**src/rtl/lin_tx_buffer.sv**
```systemverilog
// LIN transmit frame buffer: 32-bit word FIFO feeding a byte-serial valid/ready stream.
// Optional macro LIN_TX_CHECKSUM_EN appends the LIN classic checksum byte to each frame.
module lin_tx_buffer #(
    parameter int DEPTH = 4,
    parameter int AW    = 2
) (
    input  logic          clk,
    input  logic          reset,
    input  logic          flush,
    input  logic          wr_en,
    input  logic [31:0]   wr_data,
    output logic          full,
    output logic [AW:0]   level,
    input  logic          start,
    input  logic [3:0]    len,
    output logic          busy,
    output logic          len_err,
    output logic          tx_valid,
    input  logic          tx_ready,
    output logic [7:0]    tx_byte,
    output logic          tx_last,
    output logic          frame_done
);

    typedef enum logic [2:0] {
        IDLE  = 3'd0,
        FETCH = 3'd1,
        SEND  = 3'd2,
        DONE  = 3'd3
`ifdef LIN_TX_CHECKSUM_EN
        ,CSUM = 3'd4
`endif
    } state_t;

    state_t state, state_next;

    logic [31:0] mem [DEPTH];
    logic [AW:0] wr_ptr, rd_ptr;
    logic [31:0] word;
    logic [3:0]  len_q;
    logic [3:0]  byte_cnt;
    logic [1:0]  idx;

    logic push, pop, len_ok, data_hs, last_data;

    assign level     = wr_ptr - rd_ptr;
    assign full      = (level == (AW+1)'(DEPTH));
    assign push      = wr_en && !full && !flush;
    assign pop       = (state == FETCH) && (level != '0) && !flush;
    assign len_ok    = (len != 4'd0) && (len <= 4'd8);
    assign data_hs   = (state == SEND) && tx_ready;
    assign last_data = ((byte_cnt + 4'd1) == len_q);

`ifdef LIN_TX_CHECKSUM_EN
    logic [7:0] sum, sum_next;
    logic [8:0] acc;
    // Running one's-complement style sum with end-around carry
    always_comb begin
        acc      = {1'b0, sum} + {1'b0, tx_byte};
        sum_next = acc[7:0] + {7'd0, acc[8]};
    end
`endif

    // FIFO storage; contents need no reset since pointers define validity
    always_ff @(posedge clk) begin
        if (push) mem[wr_ptr[AW-1:0]] <= wr_data;
    end

    // Pointers, shift word, frame counters and sticky length error
    always_ff @(posedge clk or negedge reset) begin
        if (!reset) begin
            wr_ptr   <= '0;
            rd_ptr   <= '0;
            word     <= '0;
            len_q    <= '0;
            byte_cnt <= '0;
            idx      <= '0;
            len_err  <= 1'b0;
`ifdef LIN_TX_CHECKSUM_EN
            sum      <= '0;
`endif
        end else if (flush) begin
            wr_ptr  <= '0;
            rd_ptr  <= '0;
            len_err <= 1'b0;
        end else begin
            if (push) wr_ptr <= wr_ptr + (AW+1)'(1);
            if (pop) begin
                rd_ptr <= rd_ptr + (AW+1)'(1);
                word   <= mem[rd_ptr[AW-1:0]];
                idx    <= '0;
            end
            if (state == IDLE && start) begin
                if (len_ok) begin
                    len_q    <= len;
                    byte_cnt <= '0;
                    idx      <= '0;
`ifdef LIN_TX_CHECKSUM_EN
                    sum      <= '0;
`endif
                end else begin
                    len_err <= 1'b1;
                end
            end
            if (data_hs) begin
                byte_cnt <= byte_cnt + 4'd1;
                if (!last_data && idx != 2'd3) idx <= idx + 2'd1;
`ifdef LIN_TX_CHECKSUM_EN
                sum <= sum_next;
`endif
            end
        end
    end

    // State register
    always_ff @(posedge clk or negedge reset) begin
        if (!reset) state <= IDLE;
        else        state <= state_next;
    end

    // Next-state logic; flush overrides everything
    always_comb begin
        state_next = state;
        case (state)
            IDLE:  if (start && len_ok) state_next = FETCH;
            FETCH: if (level != '0) state_next = SEND;
            SEND: begin
                if (data_hs) begin
                    if (last_data)
`ifdef LIN_TX_CHECKSUM_EN
                        state_next = CSUM;
`else
                        state_next = DONE;
`endif
                    else if (idx == 2'd3)
                        state_next = FETCH;
                end
            end
`ifdef LIN_TX_CHECKSUM_EN
            CSUM:  if (tx_ready) state_next = DONE;
`endif
            DONE:  state_next = IDLE;
            default: state_next = IDLE;
        endcase
        if (flush) state_next = IDLE;
    end

    // Outputs decoded from state
    always_comb begin
        busy       = (state != IDLE);
        tx_valid   = 1'b0;
        tx_byte    = 8'h00;
        tx_last    = 1'b0;
        frame_done = (state == DONE);
        case (state)
            SEND: begin
                tx_valid = 1'b1;
                tx_byte  = word[{idx, 3'b000} +: 8];
`ifndef LIN_TX_CHECKSUM_EN
                tx_last  = last_data;
`endif
            end
`ifdef LIN_TX_CHECKSUM_EN
            CSUM: begin
                tx_valid = 1'b1;
                tx_byte  = ~sum;
                tx_last  = 1'b1;
            end
`endif
            default: ;
        endcase
    end

endmodule

```
**config.mk**
```make
export PLATFORM = sky130hd
export DESIGN_NAME = lin_tx_buffer
export DESIGN_NICKNAME = d
export VERILOG_FILES = /design/src/rtl/lin_tx_buffer.sv
export SDC_FILE = /design/constraint.sdc
export NUM_CORES = 1
export LEC_CHECK = 0
export BUFFER_PORTS_ARGS = -buffer_cell sky130_fd_sc_hd__buf_2
export CAP_MARGIN = 10
export CORE_UTILIZATION = 40
export CTS_BUF_LIST = sky130_fd_sc_hd__clkbuf_16
export DETAILED_ROUTE_END_ITERATION = 10
export GPL_ROUTABILITY_DRIVEN = 0
export SLEW_MARGIN = 25
export SYNTH_ARGS = -nofsm -noshare
export SYNTH_HDL_FRONTEND = slang
export SYNTH_SLANG_ARGS = --single-unit
export TNS_END_PERCENT = 50
```
**constraint.sdc**
```tcl
create_clock -name clk -period 5.2 [get_ports clk]
set_clock_uncertainty 0.15 [all_clocks]
set_input_delay 0.52 -clock clk [delete_from_list [all_inputs] [get_ports clk]]
set_output_delay 0.52 -clock clk [all_outputs]
set_load 0.01 [all_outputs]
```
==> impl_metrics.ini, run 1 <==
[status]
outcome = complete, no violations

[synth]
ys.flop_type = sky130_fd_sc_hd__edfxtp_1
share_of_the_yosys_chip_area_belonging_to_registers = 0.706
synth_largest_area_cell = sky130_fd_sc_hd__edfxtp_1
synth_async_sr_flop_share = 0.285
yosys.area.top_type_share = 0.530
yosysWarningCount = 0
post_synth_num_cell_types = 39
syn_nets = 428
synth_area_mm2 = 0.00726
number_of_register_bits_inferred_by_synthesis = 179
post_synth_main_area_contributors = sky130_fd_sc_hd__edfxtp_1, sky130_fd_sc_hd__dfrtp_1, sky130_fd_sc_hd__mux4_2, sky130_fd_sc_hd__mux2_2, sky130_fd_sc_hd__ha_1
synth_enable_flop_cells = 128
post_synth.cell_area_avg_um2 = 19.2
synth_cells = 377

[worst_setup_path]
crit_path_cell_trace = inv_1, ha_1, fa_1, xor3_2, nand3_1, nand2_1, nor2_1, and2_1, buf_4
cpPeakStageDelay_ns = 0.46
critPathSlowestCell = sky130_fd_sc_hd__buf_4
top_family_by_delay_on_critical_path = simple AND/OR/NAND/NOR gates
reg2reg_slack_ns = 2.11
worst_endpoint_data_arrival_time_ns = 3.00
critPathLaunchType = flip-flop
critical_path_buf_inv_count = 2
worstSetupPathType = reg -> reg
cp.required_ns = 5.11
critical_path_peak_fanout = 32
critical_path.endpoint_type = flip-flop

[cts]
cts_setup_buffers = 0
ctsLongestPathBuffers = 2
cts-root-buf = sky130_fd_sc_hd__clkbuf_16
cts_hold_repair.buffers = 0
clk_pin_slew_worst_paths_ns = 0.06
cts.sinks = 179
clk_lat_worst_skew_ns = 0.43
resized_cells_post_cts = 0
htree_levels = 4
cts_inserted_buffers = 17
tritoncts = built

[global_route]
grt_first_pass_wirelength_mm = 20.9
first_global_vias = 3788
grt_antenna_before_repair = 0
grt-ovfl-total = 0
grt_max_degree = 52
grt_usage = 0.156

[finish]
highest_count_cells_in_the_layout_ignoring_fill_and_taps = sky130_fd_sc_hd__edfxtp_1, sky130_fd_sc_hd__buf_2, sky130_fd_sc_hd__dfrtp_1
finish.cell_count_without_fillers = 683
area_of_combinational_cells_with_multiple_inputs_mm2 = 0.00199
count_of_filler_cells_inserted_in_the_layout = 1465
layout.nets = 496
fraction_of_final_layout_cells_sized_beyond_drive_strength_1 = 0.391
layout_commonest_cell = sky130_fd_sc_hd__edfxtp_1
n_antenna_cell = 0
final_core_density = 0.477
area_growth_pct = 15.0
register_cell_area_after_layout_mm2 = 0.00512

[timing]
rsz0062_at_grt = no
final_min_period_over_clock_period = 0.593
max_freq_mhz = 324
worst_slew_pin_slew_ns = 0.710
report.final.setup_viol = 0
drv_slew = 0
totalNegativeSetupSlack_ns = 0
hold_viol = 0
period_minus_slack_ns = 3.09
max_slew_margin = 0.527

[detailed_routing]
remaining_drc_errors = 0
drtAntennaViolNets = 0
first_iter_violations = 222
avgRoutedWirePerCell_um = 19.0
detail_route.vias_per_cell = 5.24
total_vias_in_the_final_route = 3578
first_drt_pass_iteration_count = 4
final_wl_mm = 13.0

[floorplanning]
dieWidth_um = 137
ios = 59
placementRows = 48
die-area_mm2 = 0.0187
start_util = 0.415
coreArea_mm2 = 0.0175
die_height_um = 137

[worst_hold_path]
hp-class = in -> async

[power_and_ir_drop]
power.ir.vdd_worst_mv = 0.250
cellPowerDensity_mw_per_mm2 = 442
cellLeakagePower_nw = 3.09

[placed_design]
place.detailed.instances = 651
port_buffers = 58
detailedPlacementHpwl_mm = 7.79

[job]
max-cap-violations = 0
-- synth_stat cells (7+ instances only) --
library cell and n:
sky130_fd_sc_hd__nor2b_1 8, sky130_fd_sc_hd__nand3_1 7, sky130_fd_sc_hd__nor2_1 14, sky130_fd_sc_hd__dfrtp_1 51, sky130_fd_sc_hd__mux4_2 40, sky130_fd_sc_hd__ha_1 8, sky130_fd_sc_hd__clkbuf_1 9, sky130_fd_sc_hd__mux2_2 35
sky130_fd_sc_hd__inv_1 11, sky130_fd_sc_hd__edfxtp_1 128, sky130_fd_sc_hd__nand2_1 11
-- area by class of cell --
type                            count  share of cell area
Clock buffer                       17              0.0510
Clock inverter                     15              0.0133
Timing Repair Buffer               66              0.0444
Tap cell                          225              0.0337
Sequential cell                   179               0.614
Multi-Input combinational cell    170               0.239
Inverter                           11             0.00495
-- report_power, final --
group / total (mW) / internal, mW / switching [mW]
combinational: 0.669 / 0.391 / 0.278
clock: 1.15 / 0.614 / 0.538
sequential: 1.87 / 1.73 / 0.134
-- final timing paths --
check | cells past startpoint | endpoint | start
max in group asynchronous | 2 | rd_ptr[0]$_DFFE_PN0P_ | reset
max reg2reg | 9 | mem[2][14]$_DFFE_PP_ | wr_ptr[0]$_DFFE_PN0P_
min in group clk | 1 | mem[0][9]$_DFFE_PP_ | wr_data[9]
min reg2reg | 1 | word[20]$_DFFE_PN0P_ | word[20]$_DFFE_PN0P_
min | 2 | len_err$_DFFE_PN0P_ | reset
max | 9 | mem[2][14]$_DFFE_PP_ | wr_ptr[0]$_DFFE_PN0P_
-- routing by layer --
| metal | vias up | routed length [µm] | GRT usage |
|---|---|---|---|
| li1 | 1607 | - | - |
| met1 | 1893 | 5810 | 0.203 |
| met2 | 65 | 6500 | 0.255 |
| met3 | 13 | 564 | 0.0463 |
| met4 | 0 | 114 | 0.0444 |
| met5 | - | 0 | 0 |
-- logic make-up (layout without fill, tap and decap cells) --
| family | after synthesis | count (layout) | synth area share |
|---|---|---|---|
| XOR/XNOR | 11 | 11 | 0.0174 |
| adder cells (fa/ha/maj) | 9 | 9 | 0.0166 |
| AND/OR/NAND/NOR | 54 | 54 | 0.0395 |
| AO/OA/AOI/OAI | 19 | 19 | 0.0197 |
| buffers and inverters | 28 | 109 | 0.0200 |
| multiplexers | 77 | 77 | 0.181 |
| flip-flops | 179 | 179 | 0.706 |
-- flip-flops by register name (all words and copies together) (netlist names) --
signal and count:
state 2, wr_ptr 3, mem 128, len_q 4
byte_cnt 4, len_err 1, rd_ptr 3, idx 2
word 32
-- metrics by stage --
step	setup slack, ns	cell area [µm²]	hold slack (ns)	power, mW
after CTS	2.10	8340	0.0713	3.73
after global placement	2.23	7780	0.331	2.55
after floorplan	2.11	7260	0.0744	2.38
after detailed placement	2.12	7810	0.329	2.58
final	2.11	8340	0.0551	3.69
after global routing	1.96	8340	0.108	3.87
Power figures use the tool's default switching activity.
==> run 2: changes to the inputs <==
==> constraint.sdc (replaced) <==
create_clock -name clk -period 2.54 [get_ports clk]
set_clock_uncertainty 0.15 [all_clocks]
set_input_delay 0.254 -clock clk [delete_from_list [all_inputs] [get_ports clk]]
set_output_delay 0.254 -clock clk [all_outputs]
set_load 0.01 [all_outputs]
==> impl_metrics.ini, run 2 (synthesis results as in run 1) <==
[status]
outcome = complete, no violations

[timing]
report.final.setup_viol = 0
rsz0062_at_grt = yes
totalNegativeSetupSlack_ns = 0
final_min_period_over_clock_period = 0.962
period_minus_slack_ns = 2.44
max_slew_margin = 0.521
hold_viol = 0
hold_ws_ns = 0.0578
worst_slew_pin_slew_ns = 0.719
max_freq_mhz = 409
drv_slew = 0

[worst_setup_path]
critical_path.endpoint_type = primary output
worstSetupPathType = reg -> out
critPathLaunchType = flip-flop
worst_endpoint_data_arrival_time_ns = 2.04
worstSetupStartpoint = rd_ptr[0]$_DFFE_PN0P_
crit_path_cell_trace = ha_4, fa_2, xor3_2, nand3_2, buf_4, inv_1, buf_2
critical_path_peak_fanout = 3
critPathSlowestCell = sky130_fd_sc_hd__dfrtp_2
worstReg2RegStart = rd_ptr[0]$_DFFE_PN0P_
cpPeakStageDelay_ns = 0.42
cp.required_ns = 2.14

[detailed_routing]
first_drt_pass_iteration_count = 4
final_wl_mm = 15.0
drtAntennaViolNets = 0
total_vias_in_the_final_route = 3838
avgRoutedWirePerCell_um = 20.1
remaining_drc_errors = 0
detail_route.vias_per_cell = 5.16
first_iter_violations = 203

[floorplanning]
placementRows = 48
die_height_um = 137
start_util = 0.415
die-area_mm2 = 0.0187
dieWidth_um = 137
coreArea_mm2 = 0.0175
ios = 59

[cts]
clk_pin_slew_worst_paths_ns = 0.07
ctsLongestPathBuffers = 2
cts.sinks = 179
cts-root-buf = sky130_fd_sc_hd__clkbuf_16
clk_lat_worst_skew_ns = 0.43
cts_inserted_buffers = 17
tritoncts = built
htree_levels = 4

[finish]
postLayoutCellArea_mm2 = 0.00909
highest_count_cells_in_the_layout_ignoring_fill_and_taps = sky130_fd_sc_hd__edfxtp_1, sky130_fd_sc_hd__buf_2, sky130_fd_sc_hd__dfrtp_1
largest_register_ff_count = 128
fraction_of_final_layout_cells_sized_beyond_drive_strength_1 = 0.404
layout.nets = 555
area_growth_pct = 25.2
layout_commonest_cell = sky130_fd_sc_hd__edfxtp_1

[power_and_ir_drop]
power.share.combinational = 0.200
power.ir.vdd_worst_mv = 0.518
net-switching-power_mw = 2.08
cellPowerDensity_mw_per_mm2 = 884
power_report.internal_total_mw = 5.95
seq_power_share = 0.472
clockPowerShare = 0.328
cellLeakagePower_nw = 3.42
power.share.switching = 0.259

[global_route]
grt_max_degree = 52
grt-ovfl-total = 0
grt_first_pass_wirelength_mm = 23.7
grt_usage = 0.179
grt_antenna_before_repair = 2
first_global_vias = 4112

[worst_hold_path]
hp-start = flush
hp-class = in -> reg

[placed_design]
dpl_cell_area_mm2 = 0.00807
port_buffers = 58
detailedPlacementHpwl_mm = 9.71

[job]
max-cap-violations = 0
[run 2: cell types whose count changed in the layout (fill, tap and decap cells not counted), moves of 2 or more]
cell	previous run	this run
sky130_fd_sc_hd__and2_1	5	1
sky130_fd_sc_hd__and2_4	0	4
sky130_fd_sc_hd__buf_12	0	9
sky130_fd_sc_hd__buf_4	7	18
sky130_fd_sc_hd__bufinv_16	0	2
sky130_fd_sc_hd__clkinv_2	3	1
sky130_fd_sc_hd__clkinvlp_4	3	1
sky130_fd_sc_hd__diode_2	0	2
sky130_fd_sc_hd__dlygate4sd3_1	0	40
sky130_fd_sc_hd__ha_1	8	6
sky130_fd_sc_hd__inv_6	1	3
[run 2: path summary, 6_finish.rpt]
path | endpoint | slack, ns | depth (start not counted)
setup reg to reg | mem[0][27]$_DFFE_PP_ | 0.16 | 8
hold reg to reg | word[22]$_DFFE_PN0P_ | 0.35 | 1
setup / recovery | full | 0.1 | 7
min in group asynchronous | len_err$_DFFE_PN0P_ | 0.34 | 3
max in group asynchronous | rd_ptr[0]$_DFFE_PN0P_ | 1.38 | 3
hold / removal | wr_ptr[0]$_DFFE_PN0P_ | 0.06 | 2
[run 2: through the flow]
step | worst slack [ns] | instances | power, mW | util
after global placement | 0.0345 | 668 | 5.39 | 0.462
after detailed placement | 0.00537 | 668 | 5.43 | 0.462
after floorplan | -0.0273 | 377 | 4.90 | -
after global routing | -0.0239 | 744 | 8.41 | 0.520
after CTS | 0.0117 | 741 | 8.12 | 0.519
final | 0.0972 | 744 | 8.03 | 0.520
[run 2: final cells by class]
cell class	instances	area [µm²]
Clock buffer	17	425
Clock inverter	15	171
Antenna cell	2	5.00
Multi-Input combinational cell	170	2040
Tap cell	225	282
Sequential cell	179	5120
Fill cell	1400	8390
Inverter	11	41.3
Timing Repair Buffer	125	1010
[run 2: critical path: cells and delay by family, from the launching register on]
kind / cells / cell delay [ns]
fa+ha+maj: 2 / 0.48
buf+inv: 3 / 0.34
simple gates: 1 / 0.10
flops: 1 / 0.42
xor+xnor: 1 / 0.28
[run 2: power groups by stage]
stage,clock [mW],combinational [mW],sequential (mW)
2_1_floorplan,0,1.17,3.73
3_3_place_gp,0,1.54,3.85
3_5_place_dp,0,1.56,3.86
4_1_cts,2.69,1.63,3.80
5_1_grt,2.80,1.76,3.84
6_report,2.63,1.61,3.79
[run 2: repair_timing]
item,4_1_cts,5_1_grt
endpoints found under the hold margin,186,0
setup endpoints to repair,50,2
resized for setup,0,2
buffers inserted,1,1
pin swaps,1,0
hold buffers,40,0
[run 2: metal layers]
| layer | global-route usage | vias up | share of wire |
|---|---|---|---|
| met2 | 0.304 | 78 | 0.51 |
| met4 | 0.0562 | 0 | 0.011 |
| met3 | 0.0463 | 18 | 0.038 |
| met1 | 0.224 | 2018 | 0.44 |
| li1 | - | 1724 | - |
| met5 | 0 | - | 0 |
==> run 3: changes to the inputs <==
--- a/config.mk
+++ b/config.mk
@@ -11,6 +11,7 @@
 export CTS_BUF_LIST = sky130_fd_sc_hd__clkbuf_16
 export DETAILED_ROUTE_END_ITERATION = 10
 export GPL_ROUTABILITY_DRIVEN = 0
+export MAX_ROUTING_LAYER = met4
 export SLEW_MARGIN = 25
 export SYNTH_ARGS = -nofsm -noshare
 export SYNTH_HDL_FRONTEND = slang
==> impl_metrics.ini, run 3 (synthesis results as in run 1) <==
[finish]
area_growth_pct = 25.2
layout.nets = 555
highest_count_cells_in_the_layout_ignoring_fill_and_taps = sky130_fd_sc_hd__edfxtp_1, sky130_fd_sc_hd__buf_2, sky130_fd_sc_hd__dfrtp_1
final_core_density = 0.520
finish.cell_count_without_fillers = 744
largest_register_ff_count = 128
layout_commonest_cell = sky130_fd_sc_hd__edfxtp_1
fraction_of_final_layout_cells_sized_beyond_drive_strength_1 = 0.404
count_of_filler_cells_inserted_in_the_layout = 1400
register_cell_area_after_layout_mm2 = 0.00512
area_of_combinational_cells_with_multiple_inputs_mm2 = 0.00204

[power_and_ir_drop]
power.ir.vdd_worst_mv = 0.519
net-switching-power_mw = 2.08
cellPowerDensity_mw_per_mm2 = 884
seq_power_share = 0.472
cellLeakagePower_nw = 3.42
clockPowerShare = 0.327
power.share.combinational = 0.200
power_report.internal_total_mw = 5.95
power.share.switching = 0.259

[worst_setup_path]
cpPeakStageDelay_ns = 0.42
critPathSlowestCell = sky130_fd_sc_hd__dfrtp_2
worst_endpoint_data_arrival_time_ns = 2.04
crit_path_cell_trace = ha_4, fa_2, xor3_2, nand3_2, buf_4, inv_1, buf_2
critical_path_peak_fanout = 3
critical_path.endpoint_type = primary output
critical_path_buf_inv_count = 3
cp.required_ns = 2.14
critPathLaunchType = flip-flop
worstSetupPathType = reg -> out
top_family_by_delay_on_critical_path = adder cells

[detailed_routing]
final_wl_mm = 15.0
first_drt_pass_iteration_count = 4
topRoutingLayerUsed = met4
wl_met1_mm = 6.63
dr_wl_met2_mm = 7.71
total_vias_in_the_final_route = 3844
remaining_drc_errors = 0
first_iter_violations = 201
wl_met3_um = 508
avgRoutedWirePerCell_um = 20.2
detail_route.vias_per_cell = 5.17
drtAntennaViolNets = 0

[cts]
cts_inserted_buffers = 17
clk_lat_worst_skew_ns = 0.43
cts-root-buf = sky130_fd_sc_hd__clkbuf_16
htree_levels = 4
clk_pin_slew_worst_paths_ns = 0.07
tritoncts = built
ctsLongestPathBuffers = 2
cts.sinks = 179

[global_route]
grt_usage = 0.185
grt_first_pass_wirelength_mm = 23.7
grt_max_degree = 52
first_global_vias = 4110
grt_antenna_before_repair = 2
grt-ovfl-total = 0

[timing]
worst_slew_pin_slew_ns = 0.719
totalNegativeSetupSlack_ns = 0
max_freq_mhz = 410
report.final.setup_viol = 0
max_slew_margin = 0.520
period_minus_slack_ns = 2.44
hold_ws_ns = 0.0637
rsz0062_at_grt = yes
final_min_period_over_clock_period = 0.961
drv_slew = 0
hold_viol = 0

[placed_design]
detailedPlacementHpwl_mm = 9.71
place.detailed.instances = 668
port_buffers = 58

[job]
max-cap-violations = 0

[floorplanning]
ios = 59
start_util = 0.415
die_height_um = 137
die-area_mm2 = 0.0187
coreArea_mm2 = 0.0175
dieWidth_um = 137
placementRows = 48

[status]
outcome = complete, no violations

[worst_hold_path]
hp-class = in -> reg
[run 3: repair_timing]
| item | 4_1_cts | 5_1_grt |
|---|---|---|
| hold buffers | 40 | 0 |
| pin swaps | 1 | 0 |
| setup endpoints to repair | 50 | 2 |
| gates resized for setup | 0 | 2 |
| buffers inserted | 1 | 1 |
| hold endpoints to repair | 186 | 0 |
[run 3: metrics by stage]
stage | cell area (µm²) | power (mW) | setup WS [ns]
final | 9090 | 8.03 | 0.100
after floorplan | 7300 | 4.90 | -0.0273
after CTS | 9070 | 8.12 | 0.0117
after global placement | 8070 | 5.39 | 0.0345
after detailed placement | 8070 | 5.43 | 0.00537
after global routing | 9090 | 8.40 | -0.0213
[run 3: power groups by stage]
stage          clock network, mW  registers, mW  logic [mW]
2_1_floorplan                  0           3.73        1.17
5_1_grt                     2.80           3.84        1.76
4_1_cts                     2.69           3.80        1.63
3_5_place_dp                   0           3.86        1.56
3_3_place_gp                   0           3.85        1.54
6_report                    2.63           3.79        1.61
[run 3: area by class of cell]
type                       instances  share of cell area
clock inverter                    15              0.0189
sequential                       179               0.563
inverter                          11             0.00454
timing repair buffer             125               0.111
multi-input combinational        170               0.224
antenna                            2            0.000551
tap                              225              0.0310
clock buffer                      17              0.0468
[run 3: final timing paths]
kind	startpoint	endpoint	slack, ns	depth (start not counted)
min	flush	wr_ptr[0]$_DFFE_PN0P_	0.06	2
min in group asynchronous	reset	len_err$_DFFE_PN0P_	0.35	3
max	rd_ptr[0]$_DFFE_PN0P_	full	0.10	7
min reg2reg	word[22]$_DFFE_PN0P_	word[22]$_DFFE_PN0P_	0.35	1
max in group asynchronous	reset	rd_ptr[0]$_DFFE_PN0P_	1.37	3
max reg2reg	rd_ptr[0]$_DFFE_PN0P_	mem[1][27]$_DFFE_PP_	0.16	8
[run 3: metal layers]
layer | up-vias | GRT usage
met2 | 78 | 0.305
li1 | 1725 | -
met3 | 13 | 0.0426
met1 | 2028 | 0.224
met4 | 0 | 0.0599
met5 | - | -
